### src/rtl/voice_allocator.sv
// Polyphonic voice scheduler: assigns note-on/off events to voices (retrigger, free, steal-oldest)
// and applies a linear release ramp on each envelope tick.
//
// state  | meaning
// IDLE   | ready for an event; ev_ready high
// SCAN   | examining one voice per cycle, idx 0..N_VOICES-1
// COMMIT | writes the chosen voice (note-on) or clears matching gates (note-off)
`timescale 1ns/1ps
module voice_allocator #(
    parameter int N_VOICES = 8,
    parameter int STAMP_W  = 16
) (
    input  logic                         clk,
    input  logic                         rst_n,
    input  logic                         ev_valid,
    output logic                         ev_ready,
    input  logic                         ev_note_on,
    input  logic [7:0]                   ev_key,
    input  logic [31:0]                  ev_frequency,
    input  logic [31:0]                  ev_volume,
    input  logic                         tick,
    input  logic [31:0]                  release_step,
    output logic [N_VOICES-1:0][31:0]    frequencies,
    output logic [N_VOICES-1:0][31:0]    voice_volumes,
    output logic [N_VOICES-1:0]          voice_active
);
    localparam int IDX_W = (N_VOICES > 1) ? $clog2(N_VOICES) : 1;

    typedef enum logic [1:0] {IDLE, SCAN, COMMIT} state_t;
    state_t state, state_nxt;

    logic [IDX_W-1:0]                 idx;
    logic                             accept;
    logic                             last_idx;

    logic                             lat_note_on;
    logic [7:0]                       lat_key;
    logic [31:0]                      lat_freq;
    logic [31:0]                      lat_vol;

    logic [N_VOICES-1:0][7:0]         key;
    logic [N_VOICES-1:0]              gate;
    logic [N_VOICES-1:0][STAMP_W-1:0] stamp;
    logic [STAMP_W-1:0]               seq;

    logic                             retrig_found, free_found;
    logic [IDX_W-1:0]                 retrig_idx, free_idx, steal_idx, tgt_idx;
    logic [STAMP_W-1:0]               steal_age, cur_age;

    logic [N_VOICES-1:0][7:0]         key_nxt;
    logic [N_VOICES-1:0]              gate_nxt;
    logic [N_VOICES-1:0][STAMP_W-1:0] stamp_nxt;
    logic [N_VOICES-1:0][31:0]        freq_nxt;
    logic [N_VOICES-1:0][31:0]        vol_nxt;
    logic [N_VOICES-1:0]              active_nxt;
    logic [STAMP_W-1:0]               seq_nxt;
    logic                             do_note_on;

    assign accept   = ev_valid & ev_ready;
    assign last_idx = (idx == IDX_W'(N_VOICES - 1));
    assign cur_age  = seq - stamp[idx];

    always_ff @(posedge clk or negedge rst_n) begin
        if (!rst_n) begin
            state <= IDLE;
        end else begin
            state <= state_nxt;
        end
    end

    always_comb begin
        state_nxt = state;
        case (state)
            IDLE:    if (accept) state_nxt = SCAN;
            SCAN:    if (last_idx) state_nxt = COMMIT;
            COMMIT:  state_nxt = IDLE;
            default: state_nxt = IDLE;
        endcase
    end

    always_comb begin
        ev_ready = (state == IDLE);
    end

    // Event latch and per-voice candidate search, one voice per SCAN cycle.
    always_ff @(posedge clk or negedge rst_n) begin
        if (!rst_n) begin
            idx          <= '0;
            lat_note_on  <= 1'b0;
            lat_key      <= '0;
            lat_freq     <= '0;
            lat_vol      <= '0;
            retrig_found <= 1'b0;
            retrig_idx   <= '0;
            free_found   <= 1'b0;
            free_idx     <= '0;
            steal_idx    <= '0;
            steal_age    <= '0;
        end else if (accept) begin
            idx          <= '0;
            lat_note_on  <= ev_note_on;
            lat_key      <= ev_key;
            lat_freq     <= ev_frequency;
            lat_vol      <= ev_volume;
            retrig_found <= 1'b0;
            free_found   <= 1'b0;
            steal_idx    <= '0;
            steal_age    <= '0;
        end else if (state == SCAN) begin
            idx <= idx + IDX_W'(1);
            if (!retrig_found && gate[idx] && (key[idx] == lat_key)) begin
                retrig_found <= 1'b1;
                retrig_idx   <= idx;
            end
            if (!free_found && !gate[idx] && (voice_volumes[idx] == '0)) begin
                free_found <= 1'b1;
                free_idx   <= idx;
            end
            // strict compare keeps the lowest index on equal ages
            if ((idx == '0) || (cur_age > steal_age)) begin
                steal_idx <= idx;
                steal_age <= cur_age;
            end
        end
    end

    always_comb begin
        tgt_idx    = retrig_found ? retrig_idx : (free_found ? free_idx : steal_idx);
        do_note_on = (state == COMMIT) && lat_note_on;
        seq_nxt    = do_note_on ? seq + STAMP_W'(1) : seq;
        key_nxt    = key;
        gate_nxt   = gate;
        stamp_nxt  = stamp;
        freq_nxt   = frequencies;
        vol_nxt    = voice_volumes;
        active_nxt = '0;
        for (int i = 0; i < N_VOICES; i++) begin
            if (do_note_on && (tgt_idx == IDX_W'(i))) begin
                freq_nxt[i]  = lat_freq;
                vol_nxt[i]   = lat_vol;
                key_nxt[i]   = lat_key;
                gate_nxt[i]  = 1'b1;
                stamp_nxt[i] = seq;
            end else begin
                if (tick && !gate[i] && (voice_volumes[i] != '0)) begin
                    vol_nxt[i] = (voice_volumes[i] <= release_step) ? '0
                                 : voice_volumes[i] - release_step;
                end
                if ((state == COMMIT) && !lat_note_on && gate[i] && (key[i] == lat_key)) begin
                    gate_nxt[i] = 1'b0;
                end
            end
            active_nxt[i] = gate_nxt[i] | (vol_nxt[i] != '0);
        end
    end

    always_ff @(posedge clk or negedge rst_n) begin
        if (!rst_n) begin
            key           <= '0;
            gate          <= '0;
            stamp         <= '0;
            seq           <= '0;
            frequencies   <= '0;
            voice_volumes <= '0;
            voice_active  <= '0;
        end else begin
            key           <= key_nxt;
            gate          <= gate_nxt;
            stamp         <= stamp_nxt;
            seq           <= seq_nxt;
            frequencies   <= freq_nxt;
            voice_volumes <= vol_nxt;
            voice_active  <= active_nxt;
        end
    end
endmodule

### config.mk
export PLATFORM = sky130hd
export DESIGN_NAME = voice_allocator
export DESIGN_NICKNAME = d
export VERILOG_FILES = /design/src/rtl/voice_allocator.sv
export SDC_FILE = /design/constraint.sdc
export NUM_CORES = 2
export LEC_CHECK = 0
export BUFFER_PORTS_ARGS = -buffer_cell sky130_fd_sc_hd__buf_2
export CORE_AREA = 3 3 418 420
export CTS_CLUSTER_DIAMETER = 30
export DETAILED_ROUTE_END_ITERATION = 8
export DIE_AREA = 0 0 421 423
export MAX_ROUTING_LAYER = met4
export PLACE_DENSITY = 0.58
export SYNTH_ARGS = -nofsm -noshare
export SYNTH_HDL_FRONTEND = slang
export SYNTH_SLANG_ARGS = --single-unit
### constraint.sdc
create_clock -name clk -period 9.1 [get_ports clk]
set_input_delay 0.455 -clock clk [delete_from_list [all_inputs] [get_ports clk]]
set_output_delay 0.455 -clock clk [all_outputs]
set_load 0.02 [all_outputs]
==> impl_results.md <==
* I/O Buffers at 629
* Clock root cell: sky130_fd_sc_hd__clkbuf_16
* Post-synthesis sequential area ratio at 40.9%
* Pin count of the biggest net entering global routing at 176
* Synthesized netlist cell count at 6040
* Crit path launch type: flip-flop
* Worst Setup Path Type: reg -> reg
* Wirelength per Cell at 26.4 um
* Fin Hold WS at 251 ps
* Post-detailed-routing wire length at 243000 um
* Endpoints failing setup at 0
* Starting density of the core at 30.0%
* Drt first-iter violations at 5261
* Maximum clock insertion buffer count at 3
* Achievable Freq at 157 MHz
* Placement row count at 152
* Top cell type by total area after synthesis: sky130_fd_sc_hd__dfrtp_1
* Via Count at 50600
* Die width at 421 um
* Post-synthesis to final-layout area growth at 27.7%
* Clock tree from TritonCTS: yes
* Critical-path maximum fanout at 20
* Post-layout minimum cycle time at 6370 ps
* CP peak stage delay at 590 ps
* Area of the die at 178000 um2
* Pwr per Cell Area at 353 nW/um2
* Worst-case reg-to-reg path depth at 21
* Worst Hold Launch: ev_valid
* First-pass GRT wire length at 350000 um
* Path category of the worst min-delay check: in -> reg
* Placeable core area at 171000 um2
* DR DRC count at 0
* Crit Reg-Reg Endpoint: steal_age[10]$_DFFE_PN0P_
* I/O pin total at 630
* Sum of net half-perimeters after detailed placement at 169000 um
* Crit. End Element: flip-flop
* Total negative setup slack at 0 ps
* Largest cells by area after synthesis: sky130_fd_sc_hd__dfrtp_1, sky130_fd_sc_hd__nand2_1, sky130_fd_sc_hd__ha_1
* Worst rel slew slack at 9.24%
* Pins Over Slew Limit at 0
* CP Cell Sequence: inv_1 -> buf_4 -> mux2i_1 -> ha_1 -> a21oi_1 -> a21boi_0 -> o21ai_0 -> a21boi_0 -> o21ai_0 -> a21boi_0 -> o2111ai_1 -> nand4b_1 -> a21o_1 -> a21oi_1 -> xnor2_1 -> ha_1 -> nand4_1 -> or4_1 -> o211ai_1 -> buf_4 -> mux2_2
* Share of layout cells above drive strength 1 at 18.2%
* Ys Warns at 0
* Predominant post-synthesis flop cell: sky130_fd_sc_hd__dfrtp_1
* Most prevalent standard cell on the critical path: sky130_fd_sc_hd__a21boi_0
* Filler Cell Count at 17300
* Number of enable flip-flop cells after synthesis at 0
* Flop and latch count out of synthesis at 841
* Clock-pin slew reported for the worst setup and hold paths after clock tree synthesis at 50 ps
* Data required time at the worst endpoint at 9820 ps
* Aggregate global routing overflow at 0
* Crit path arrival time at 7090 ps
* Maximum VDD drop at 0.000332 V
* Tcrit/Tclk final at 70.0%
* Clock Skews at 61.5 ps
* Cell variety after synth at 101
* Total global routing track utilization at 27.3%
* Async set or reset register ratio after synthesis at 100%
* Number of global-route vias before repair at 50100
* Leakage power summed over all cells at 34.8 nW
* Clock tree sinks at 841
* Run status: finished clean
* Setup crit start: idx[2]$_DFFE_PN0P_
* Post-CTS setup buffer count at 0
* Worst Tran Pin Value at 1360 ps
* Source-to-sink clock delay at the later pin of the worst-skew pair at 850 ps
* CP max-delay cell: sky130_fd_sc_hd__inv_1
* Unrepaired setup endpoints after global routing: false
* Number of violations of the max-capacitance limit at 0
* Average footprint of a synthesized cell at 8.51 um2
* Net count after synthesis at 6450
* Number of antenna violations at the first check in global routing at 16
* Critical register-to-register path startpoint: idx[2]$_DFFE_PN0P_
* Worst Hold Depth at 4
* Height of the chip at 423 um
* Final hold violation count at 0
* First-pass DRT Iterations at 7
* Area fraction of the dominant cell type after synthesis at 40.9%
* Per-cell via count in the routed design at 5.48
* Setup slack of the worst register-to-register path at 2730 ps
* Netlist Area Pre-Place at 51400 um2
* Hold Crit Endpoint: lat_key[2]$_DFFE_PN0P_
* Number of nets in the final layout at 7132
* Final RePlAce weighted congestion at 0.988
* Htree depth at 4
* Remaining antenna violation count after routing at 0
* Total CTS buffers at 212
==> area by class of cell <==
class	instances	area, um2	area share (%)
repair buffers	811	4760	7.25
well taps	2310	2890	4.40
clock buffers	265	5810	8.86
inverters	177	664	1.01
clock inverters	133	1890	2.89
flip-flops and latches	841	21100	32.1
multi-input cells	4679	28500	43.5
diodes	15	37.5	0.0572
==> per-stage QoR <==
step | power, mW | instance area (um2) | setup slack (ps) | util (%) | std cells
3_3_place_gp | 14.9 | 57200 | 2700 | 33.4 | 8744
2_1_floorplan | 10.8 | 51400 | 2710 | - | 6040
4_1_cts | 23.1 | 65600 | 2710 | 38.3 | 9216
6_report | 23.1 | 65600 | 2730 | 38.3 | 9231
5_1_grt | 24.1 | 65600 | 2130 | 38.3 | 9226
3_5_place_dp | 14.9 | 57200 | 2720 | 33.4 | 8744
==> flip-flops by register name (all words and copies together), names as in the netlist <==
signal and count:
free_found 1, free_idx 3, frequencies 256, gate 8
idx 3, key 64, lat_freq 32, lat_key 8
lat_note_on 1, lat_vol 32, retrig_found 1, retrig_idx 3
seq 16, stamp 128, state 2, steal_age 16
steal_idx 3, voice_active 8, voice_volumes 256
==> per-layer routing <==
layer / global-route usage (%) / vias up / wire, um
met4: 17.9 / 0 / 18200
met1: 31.1 / 24700 / 91700
met3: 6.84 / 627 / 21900
li1: - / 22700 / -
met5: - / - / 0
met2: 42.6 / 2564 / 112000
==> worst max path at each step <==
stage	endpoint
final	steal_age[10]$_DFFE_PN0P_
after global routing	steal_age[10]$_DFFE_PN0P_
after CTS	steal_age[10]$_DFFE_PN0P_
after detailed placement	steal_age[10]$_DFFE_PN0P_
after global placement	steal_age[10]$_DFFE_PN0P_
after floorplan	steal_age[10]$_DFFE_PN0P_
==> report_power, final <==
| group | switching, mW | leakage, nW | internal [mW] |
|---|---|---|---|
| Combinational | 6.56 | 19.5 | 3.02 |
| Sequential | 1.20 | 11.6 | 4.35 |
| Clock | 2.59 | 3.72 | 5.42 |
==> cell usage after synthesis (66+ instances only) <==
master	instances
sky130_fd_sc_hd__inv_1	176
sky130_fd_sc_hd__nor2_1	296
sky130_fd_sc_hd__o21ai_0	249
sky130_fd_sc_hd__nand4_1	78
sky130_fd_sc_hd__a21o_1	118
sky130_fd_sc_hd__dfrtp_1	841
sky130_fd_sc_hd__nor4_1	110
sky130_fd_sc_hd__a22oi_1	96
sky130_fd_sc_hd__nand2_1	1778
sky130_fd_sc_hd__clkbuf_1	285
sky130_fd_sc_hd__a21oi_1	315
sky130_fd_sc_hd__nand3_1	86
sky130_fd_sc_hd__ha_1	292
sky130_fd_sc_hd__xnor2_1	159
sky130_fd_sc_hd__xor2_1	138
sky130_fd_sc_hd__nor3_1	66
==> logic make-up after synthesis <==
| logic type | count (synthesis) | synth area share, % |
|---|---|---|
| AND/OR/NAND/NOR | 2688 | 22.7 |
| flip-flops | 841 | 40.9 |
| buffers and inverters | 520 | 3.82 |
| AO/OA/AOI/OAI | 1292 | 16.8 |
| adder cells (fa/ha/maj) | 301 | 7.46 |
| multiplexers | 101 | 3.26 |
| XOR/XNOR | 297 | 5.06 |
==> layout by cell type (no fill, tap or decap), drive strengths merged, types with 51 or more instances in the layout <==
cell type    instances
a22oi               97
buf                737
ha                 292
o21ai              264
dfrtp              841
a221oi              58
dlygate4sd3         74
nand3               87
clkbuf             265
nor4               110
and3                55
nand2             1778
xor2               138
xnor2              159
inv                187
nor3                67
a21o               118
mux4                51
clkinv              68
nor2               297
a21oi              317
nand4               78
==> critical path: cells and delay by family, from the launching register on <==
kind / cells / cell delay, ps
flops: 1 / 460
mux: 2 / 650
compound gates: 10 / 2310
simple gates: 3 / 750
xor+xnor: 1 / 100
fa+ha+maj: 2 / 590
buf+inv: 3 / 1420
==> what timing repair did <==
item,4_1_cts,5_1_grt
resized for setup,0,0
hold endpoints to repair,177,0
hold buffers,74,0
Note: power is estimated with default switching activity, not from simulation.
